`src/rtl/sum_serial_addsub.sv`:
```
// Chunk-serial N-bit adder/subtractor: W bits per accepted cycle, LSB chunk first, carry kept across chunks.
// Define SUM_SERIAL_OVERFLOW_EN to add the ovf output (signed overflow on the final chunk).
module sum_serial_addsub #(
  parameter int N = 128,
  parameter int W = 4
) (
  input  logic         clk,
  input  logic         rst,
  input  logic         clr,
  input  logic         mode_sub,
  input  logic         in_valid,
  input  logic [W-1:0] a,
  input  logic [W-1:0] b,
  output logic [W-1:0] c,
  output logic         out_valid,
  output logic         last,
  output logic         carry_out
`ifdef SUM_SERIAL_OVERFLOW_EN
  ,
  output logic         ovf
`endif
);

  localparam int CC    = N / W;
  localparam int CNT_W = $clog2(CC);

  function automatic logic [W:0] add_chunk(input logic [W-1:0] x, input logic [W-1:0] y,
                                           input logic ci);
    return {1'b0, x} + {1'b0, y} + {{W{1'b0}}, ci};
  endfunction

  logic [CNT_W-1:0] cnt;
  logic             carry_q;
  logic             mode_q;

  logic             first;
  logic             is_last;
  logic             sub_eff;
  logic             cin;
  logic [W-1:0]     b_eff;
  logic [W:0]       total;
  logic             cin_msb;

  // Chunk 0 takes its mode and carry-in straight from mode_sub; later chunks use the latched state.
  assign first   = (cnt == '0);
  assign is_last = (cnt == CNT_W'(CC - 1));
  assign sub_eff = first ? mode_sub : mode_q;
  assign cin     = first ? mode_sub : carry_q;
  assign b_eff   = sub_eff ? ~b : b;
  assign total   = add_chunk(a, b_eff, cin);
  assign cin_msb = a[W-1] ^ b_eff[W-1] ^ total[W-1];

  always_ff @(posedge clk or negedge rst) begin
    if (!rst) begin
      cnt       <= '0;
      carry_q   <= 1'b0;
      mode_q    <= 1'b0;
      c         <= '0;
      out_valid <= 1'b0;
      last      <= 1'b0;
      carry_out <= 1'b0;
`ifdef SUM_SERIAL_OVERFLOW_EN
      ovf       <= 1'b0;
`endif
    end else if (clr) begin
      cnt       <= '0;
      carry_q   <= 1'b0;
      mode_q    <= 1'b0;
      out_valid <= 1'b0;
      last      <= 1'b0;
      carry_out <= 1'b0;
`ifdef SUM_SERIAL_OVERFLOW_EN
      ovf       <= 1'b0;
`endif
    end else if (in_valid) begin
      c         <= total[W-1:0];
      out_valid <= 1'b1;
      if (first) mode_q <= mode_sub;
      if (is_last) begin
        cnt       <= '0;
        carry_q   <= 1'b0;
        last      <= 1'b1;
        carry_out <= total[W];
`ifdef SUM_SERIAL_OVERFLOW_EN
        ovf       <= cin_msb ^ total[W];
`endif
      end else begin
        cnt       <= cnt + 1'b1;
        carry_q   <= total[W];
        last      <= 1'b0;
        carry_out <= 1'b0;
`ifdef SUM_SERIAL_OVERFLOW_EN
        ovf       <= 1'b0;
`endif
      end
    end else begin
      out_valid <= 1'b0;
      last      <= 1'b0;
      carry_out <= 1'b0;
`ifdef SUM_SERIAL_OVERFLOW_EN
      ovf       <= 1'b0;
`endif
    end
  end

`ifndef SUM_SERIAL_OVERFLOW_EN
  logic unused_msb;
  assign unused_msb = cin_msb;
`endif

endmodule

```
`config.mk`:
```
export PLATFORM = sky130hd
export DESIGN_NAME = sum_serial_addsub
export DESIGN_NICKNAME = d
export VERILOG_FILES = /design/src/rtl/sum_serial_addsub.sv
export SDC_FILE = /design/constraint.sdc
export NUM_CORES = 1
export LEC_CHECK = 0
export CELL_PAD_IN_SITES_DETAIL_PLACEMENT = 1
export CELL_PAD_IN_SITES_GLOBAL_PLACEMENT = 2
export CORE_ASPECT_RATIO = 0.75
export CORE_UTILIZATION = 30
export DETAILED_ROUTE_END_ITERATION = 6
export PLACE_DENSITY = 0.81
export SYNTH_ARGS = -nofsm -noshare
export SYNTH_HDL_FRONTEND = slang
export SYNTH_SLANG_ARGS = --single-unit
```
`constraint.sdc`:
```
create_clock -name clk -period 3.4 [get_ports clk]
set_clock_uncertainty 0.1 [all_clocks]
set_input_delay 1.02 -clock clk [delete_from_list [all_inputs] [get_ports clk]]
set_output_delay 1.02 -clock clk [all_outputs]
set_load 0.05 [all_outputs]
```
# Word level (Yosys, flattened, before mapping)

Index checks and enable logic that the tools add are counted.

Bits in read-only memories: 0
Output and inout bits: 7
Word-level logic and storage cells: 35
RAM bits: 0
Bits in registers: 14
Memories: 0
Bits in latches: 0
Input bits: 13

Divide/modulo/power cells: 0
Reduce and logical (&&, ||, !) cells: 3
Shifts and indexed selects: 0
Equality and inequality tests: 1
Add/subtract/negate cells: 3
Bitwise operators: 2
Mux-type cells: 19
$lt $le $gt $ge: 0
$mul: 0

Operator list:

| cell                                                          | count |
|---|---|
| 1-bit two-way mux                                             | 15 |
| 5-bit two-way mux                                             | 3 |
| 4-bit by 4-bit adder with 5-bit output                        | 1 |
| 5-bit by 1-bit adder with 5-bit output                        | 1 |
| 5-bit by 1-bit adder with 5-bit output, second input constant | 1 |
| 5-bit equality test, second input constant                    | 1 |
| 5-bit zero test                                               | 1 |
| 4-bit two-way mux                                             | 1 |
| 4-bit NOT                                                     | 1 |
| 2-bit AND reduction                                           | 1 |
| 2-bit nonzero test                                            | 1 |
| 1-bit NOT                                                     | 1 |

# Logic depth before layout (Yosys ltp)

Depth after elaboration: 8
Gate-level depth with buffers: 11
Gate-level depth less buffers: 11

# Worst setup path after synthesis

No wires, ideal clock.

Kind: input to register
Start: input mode_sub
End: register carry_q
Required time: 3177 ps
Cell stages on the path: 8
Setup time: 123 ps
Setup slack: 765 ps
Arrival time: 2412 ps
Cell sequence: mux2i_2 xor2_1 fa_1 inv_1 fa_1 nand3_1 a21o_1 a21oi_1

Longest elaborated chain between the ends: 7
Elaborated cells between the ends (all ways): 8
Those cells by class: add/sub: 2; mux: 6

RTL lines:

| element                                    | line | source |
|---|---|---|
| from (decl)                                | 10   | `input logic mode_sub,` |
| 1-bit two-way mux                          | --   |  |
| 4-bit two-way mux                          | 49   | `assign b_eff = sub_eff ? ~b : b;` |
| 4-bit by 4-bit adder with 5-bit output     | 29   | `return {1'b0, x} + {1'b0, y} + {{W{1'b0}}, ci};` |
| 5-bit by 1-bit adder with 5-bit output (*) | 29   |  |
| 1-bit two-way mux (*)                      | 79   | `if (is_last) begin` |
| 1-bit two-way mux (*)                      | 75   | `end else if (in_valid) begin` |
| 1-bit two-way mux (*)                      | 65   | `end else if (clr) begin` |
| to (signal assigned)                       | 89   | `carry_q <= total[W];` |
| to (decl)                                  | 33   | `logic carry_q;` |

Mark *: on every way between the ends. The rest lies on a longest branch, timed or not. The select of a mux whose other input is x is not followed.
A chain may end at the register's enable or synchronous reset.

# Worst setup path in the final report

Same ends and word-level chain as after synthesis.

==> report_table.html <==
<table>
<tr><th>Metric</th><th>Value</th></tr>
<tr><th colspan="2">Timing</th></tr>
<tr><td>Actual transition at the worst max-transition pin</td><td>roughly 0.67 ns</td></tr>
<tr><td>Number of pins exceeding their max-slew limit in the final report</td><td>0</td></tr>
<tr><td>Number of failing setup endpoints in the final timing report</td><td>0</td></tr>
<tr><td>Ratio of final minimum period to clock period</td><td>between 80 and 90%</td></tr>
<tr><td>Slew HR</td><td>55.5%</td></tr>
<tr><td>Min Clock Period, post-route</td><td>roughly 3 ns</td></tr>
<tr><td>Post-Route Setup TNS</td><td>0 ns</td></tr>
<tr><td>Setup repair after global routing missed its margin</td><td>no</td></tr>
<tr><td>Minimum setup slack in the final design</td><td>between 0.4 and 0.5 ns</td></tr>
<tr><td>Achievable frequency</td><td>between 300 and 400 MHz</td></tr>
<tr><td>Final hold violations</td><td>0</td></tr>
<tr><th colspan="2">Run status</th></tr>
<tr><td>Run status</td><td>finished clean</td></tr>
<tr><th colspan="2">Logic synthesis</th></tr>
<tr><td>Mapped Nets</td><td>about 100</td></tr>
<tr><td>Count of mapped cells out of synthesis</td><td>between 80 and 90</td></tr>
<tr><td>Predominant post-synthesis flop cell</td><td>dfrtp_1</td></tr>
<tr><td>Syn Std Cell Area</td><td>870 µm²</td></tr>
<tr><td>Xor-xnor portion of the synthesized cell area</td><td>5.04%</td></tr>
<tr><td>Main combinational cell family by area after synthesis</td><td>simple AND/OR/NAND/NOR gates</td></tr>
<tr><td>Number of enable flip-flop cells after synthesis</td><td>0</td></tr>
<tr><td>Post-synthesis sequential element count</td><td>14</td></tr>
<tr><td>Async set-reset flop share out of synthesis</td><td>100%</td></tr>
<tr><td>Most instantiated library cell after synthesis</td><td>dfrtp_1</td></tr>
<tr><td>Post-synthesis cell type with the largest combined area</td><td>dfrtp_1</td></tr>
<tr><td>Share of the yosys chip area belonging to registers</td><td>between 40% and 50%</td></tr>
<tr><td>Compound-cell area share of the yosys netlist</td><td>a little under an eighth</td></tr>
<tr><td>Cell types with the largest area share after synthesis</td><td>dfrtp_1 (40%), ha_1 (8.6%), fa_1 (4.6%)</td></tr>
<tr><td>Post-synthesis adder-cell area fraction</td><td>about an eighth</td></tr>
<tr><td>Number of warning messages in the yosys log</td><td>0</td></tr>
<tr><td>Synth cell count leaders</td><td>dfrtp_1 (14), nand2_1 (7), a21oi_1 (6), ha_1 (6), inv_1 (6)</td></tr>
<tr><td>Area share of the largest cell type after synthesis</td><td>approximately two fifths</td></tr>
<tr><td>Mux cell area share after synthesis</td><td>roughly 5.2%</td></tr>
<tr><td>Post-Synth Simple-Gate Area</td><td>around a fifth</td></tr>
<tr><td>Avg Inst Size Synth</td><td>about 10 µm²</td></tr>
<tr><td>Count of distinct cell types in the synthesized netlist</td><td>34</td></tr>
<tr><th colspan="2">Worst setup path</th></tr>
<tr><td>Start-to-end type of the worst setup path</td><td>in -&gt; reg</td></tr>
<tr><td>Critical path data required time</td><td>about 3.4 ns</td></tr>
<tr><td>Endpoint of the lowest-slack register-to-register path</td><td>carry_q</td></tr>
<tr><td>Slowest cell delay on critical path</td><td>around 0.46 ns</td></tr>
<tr><td>Timing endpoint of the critical path</td><td>carry_q</td></tr>
<tr><td>Register-to-register setup slack</td><td>~0.57 ns</td></tr>
<tr><td>Cell with the biggest individual delay on the critical path</td><td>clkdlybuf4s50_1</td></tr>
<tr><td>Data arrival time at the worst-slack endpoint</td><td>roughly 3.0 ns</td></tr>
<tr><td>CP Launch Point</td><td>mode_sub</td></tr>
<tr><td>CP endpoint kind</td><td>register</td></tr>
<tr><td>Startpoint type of the worst setup path</td><td>input pin</td></tr>
<tr><td>Count of cells along the worst register-to-register path</td><td>11</td></tr>
<tr><td>Critical Path Most Common Cell</td><td>fa_1</td></tr>
<tr><td>Largest fanout on the critical path</td><td>3</td></tr>
<tr><td>Critical Path, Cell by Cell</td><td>clkdlybuf4s50_1 &gt; mux2i_2 &gt; xor2_1 &gt; fa_1 &gt; inv_1 &gt; fa_1 &gt; nand3_1 &gt; a21o_1 &gt; a21oi_1</td></tr>
<tr><td>Launch instance of the worst register-to-register path</td><td>cnt[1]</td></tr>
<tr><th colspan="2">Place</th></tr>
<tr><td>Setup slack at placement</td><td>0.135 ns</td></tr>
<tr><td>Final weighted congestion of routability-driven global placement</td><td>0.746</td></tr>
<tr><td>DP Wirelength</td><td>approximately 1.6 mm</td></tr>
<tr><td>IO buf count</td><td>19</td></tr>
<tr><th colspan="2">Route</th></tr>
<tr><td>DRC Markers</td><td>0</td></tr>
<tr><td>Wire per inst</td><td>roughly 14 µm</td></tr>
<tr><td>Iter 0 DRT Violations</td><td>15</td></tr>
<tr><td>First-pass iteration count of the detailed router</td><td>4</td></tr>
<tr><td>Vias post-DR</td><td>between 600 and 700</td></tr>
<tr><td>Final wirelength</td><td>2.03 mm</td></tr>
<tr><td>Final ANT Viol Nets</td><td>0</td></tr>
<tr><td>Detailed-route vias per instance</td><td>just under 5</td></tr>
<tr><th colspan="2">Clocking</th></tr>
<tr><td>Clock tree buffer depth</td><td>2</td></tr>
<tr><td>CTS H-tree depth</td><td>1</td></tr>
<tr><td>Clock transition at the registers of the reported paths</td><td>around 0.060 ns</td></tr>
<tr><td>Sinks on Clock Net</td><td>14</td></tr>
<tr><td>Post-CTS Resized</td><td>0</td></tr>
<tr><td>CTS buffer count</td><td>3</td></tr>
<tr><td>CTS Hold Bufs</td><td>0</td></tr>
<tr><td>Setup bufs post-CTS</td><td>0</td></tr>
<tr><td>Root buffer selected by CTS</td><td>clkbuf_8</td></tr>
<tr><td>Worst-Skew Late Latency</td><td>approximately 0.25 ns</td></tr>
<tr><td>TritonCTS clock tree</td><td>done</td></tr>
<tr><th colspan="2">Global route</th></tr>
<tr><td>Via count of the first global-routing pass</td><td>720</td></tr>
<tr><td>Global Route Usage Sum</td><td>roughly 15%</td></tr>
<tr><td>Maximum number of pins on one net before global-route repair</td><td>15</td></tr>
<tr><td>Grt total ovfl</td><td>0</td></tr>
<tr><td>Global-route wire length before repair</td><td>between 3 and 4 mm</td></tr>
<tr><td>Number of antenna violations at the first check in global routing</td><td>0</td></tr>
<tr><th colspan="2">Pwr</th></tr>
<tr><td>Standby leakage power</td><td>between 0.5 and 0.6 nW</td></tr>
<tr><td>Cell area power density</td><td>between 400 and 500 mW/mm²</td></tr>
<tr><td>IR drop worst, VDD</td><td>between 0.2 and 0.25 mV</td></tr>
<tr><th colspan="2">Flow run</th></tr>
<tr><td>Max-capacitance violation count</td><td>0</td></tr>
<tr><th colspan="2">Worst hold path</th></tr>
<tr><td>Class of the tightest hold or removal check</td><td>reg -&gt; reg</td></tr>
<tr><th colspan="2">Finish</th></tr>
<tr><td>Growth of design area from synthesis to finish</td><td>34.0%</td></tr>
<tr><td>Final net count</td><td>about 130</td></tr>
<tr><td>Number of diodes added for antenna fixing</td><td>0</td></tr>
<tr><td>Share of layout cells above drive strength 1</td><td>around an eighth</td></tr>
<tr><th colspan="2">Floorplanning</th></tr>
<tr><td>DIE AREA</td><td>~0.0031 mm²</td></tr>
<tr><td>Floorplan row count</td><td>16</td></tr>
<tr><td>Core area</td><td>0.00268 mm²</td></tr>
<tr><td>Top Ports</td><td>20</td></tr>
<tr><td>Die Height</td><td>just under 50 µm</td></tr>
<tr><td>Initial cell density of the core</td><td>32.4%</td></tr>
<tr><td>Chip Width</td><td>between 60 and 70 µm</td></tr>
</table>
[per-stage QoR]
step / total power [mW] / area [µm²] / hold slack, ns / cells / utilization, %
final: 0.567 / 1160 / 0.385 / 142 / 43.4
after global routing: 0.603 / 1160 / 0.443 / 142 / 43.4
after CTS: 0.578 / 1160 / 0.389 / 142 / 43.4
after detailed placement: 0.408 / 1110 / 0.375 / 138 / 41.4
after global placement: 0.403 / 1110 / 0.361 / 138 / 41.4
after floorplan: 0.333 / 870 / 0.401 / 83 / -
[power breakdown]
| part | leakage [nW] | internal (mW) | switching, mW |
|---|---|---|---|
| clock | 0.0288 | 0.103 | 0.0614 |
| sequential | 0.185 | 0.186 | 0.0125 |
| combinational | 0.313 | 0.0835 | 0.121 |
| total | 0.527 | 0.372 | 0.195 |
[how the worst min path moves through the flow]
| stage | cells past startpoint | from | slack [ns] | to |
|---|---|---|---|---|
| CTS | 2 | c[0] | 0.39 | c[0] |
| floorplan | 2 | carry_q | 0.40 | carry_q |
| global route | 2 | c[1] | 0.44 | c[1] |
| finish | 2 | c[0] | 0.39 | c[0] |
| detailed placement | 2 | c[0] | 0.38 | c[0] |
| global placement | 2 | c[0] | 0.36 | c[0] |
[routing by layer]
layer / up-vias / global-route usage [%] / routed length (µm)
met3: 2 / 4.48 / 117
met4: 0 / 5.56 / 11
met2: 16 / 23.9 / 948
li1: 336 / - / -
met5: - / 0 / 0
met1: 342 / 19.7 / 948
[layout by cell type (no fill, tap or decap), types with 2 or more instances in the layout]
cell / synthesis / routed
ha_1: 6 / 6
nand2_1: 7 / 7
xnor2_1: 4 / 4
mux2i_1: 2 / 2
buf_4: 0 / 2
clkbuf_8: 0 / 4
dfrtp_1: 14 / 14
nor2_1: 3 / 3
nand3_1: 4 / 4
inv_1: 6 / 6
clkdlybuf4s50_1: 0 / 19
o21ai_0: 4 / 4
a21oi_1: 6 / 6
fa_1: 2 / 2
nand2b_1: 2 / 2
[logic make-up after synthesis]
family / count (synthesis)
flip-flops: 14
adder cells (fa/ha/maj): 8
XOR/XNOR: 5
multiplexers: 4
AND/OR/NAND/NOR: 27
AO/OA/AOI/OAI: 16
buffers and inverters: 9
[state kept, by name (all words and copies together) (netlist names)]
register and flops:
mode_q 1, c 4, last 1, carry_q 1
cnt 5, carry_out 1, out_valid 1
[critical path: cells and delay by family]
kind / cells / cell delay, ns
AOI/OAI and AO/OA: 2 / 0.18
adders and majority gates: 2 / 0.63
muxes: 1 / 0.29
buffers and inverters: 2 / 0.52
and+or+nand+nor: 1 / 0.12
xor gates and xnor gates: 1 / 0.25
[layout make-up]
| class | instances | area, µm² |
|---|---|---|
| tap | 36 | 45.0 |
| timing repair buffer | 21 | 205 |
| fill | 313 | 1520 |
| multi-input combinational | 60 | 483 |
| sequential | 14 | 350 |
| inverter | 7 | 26.3 |
| clock buffer | 4 | 55.1 |
(Power assumes the default switching activity.)
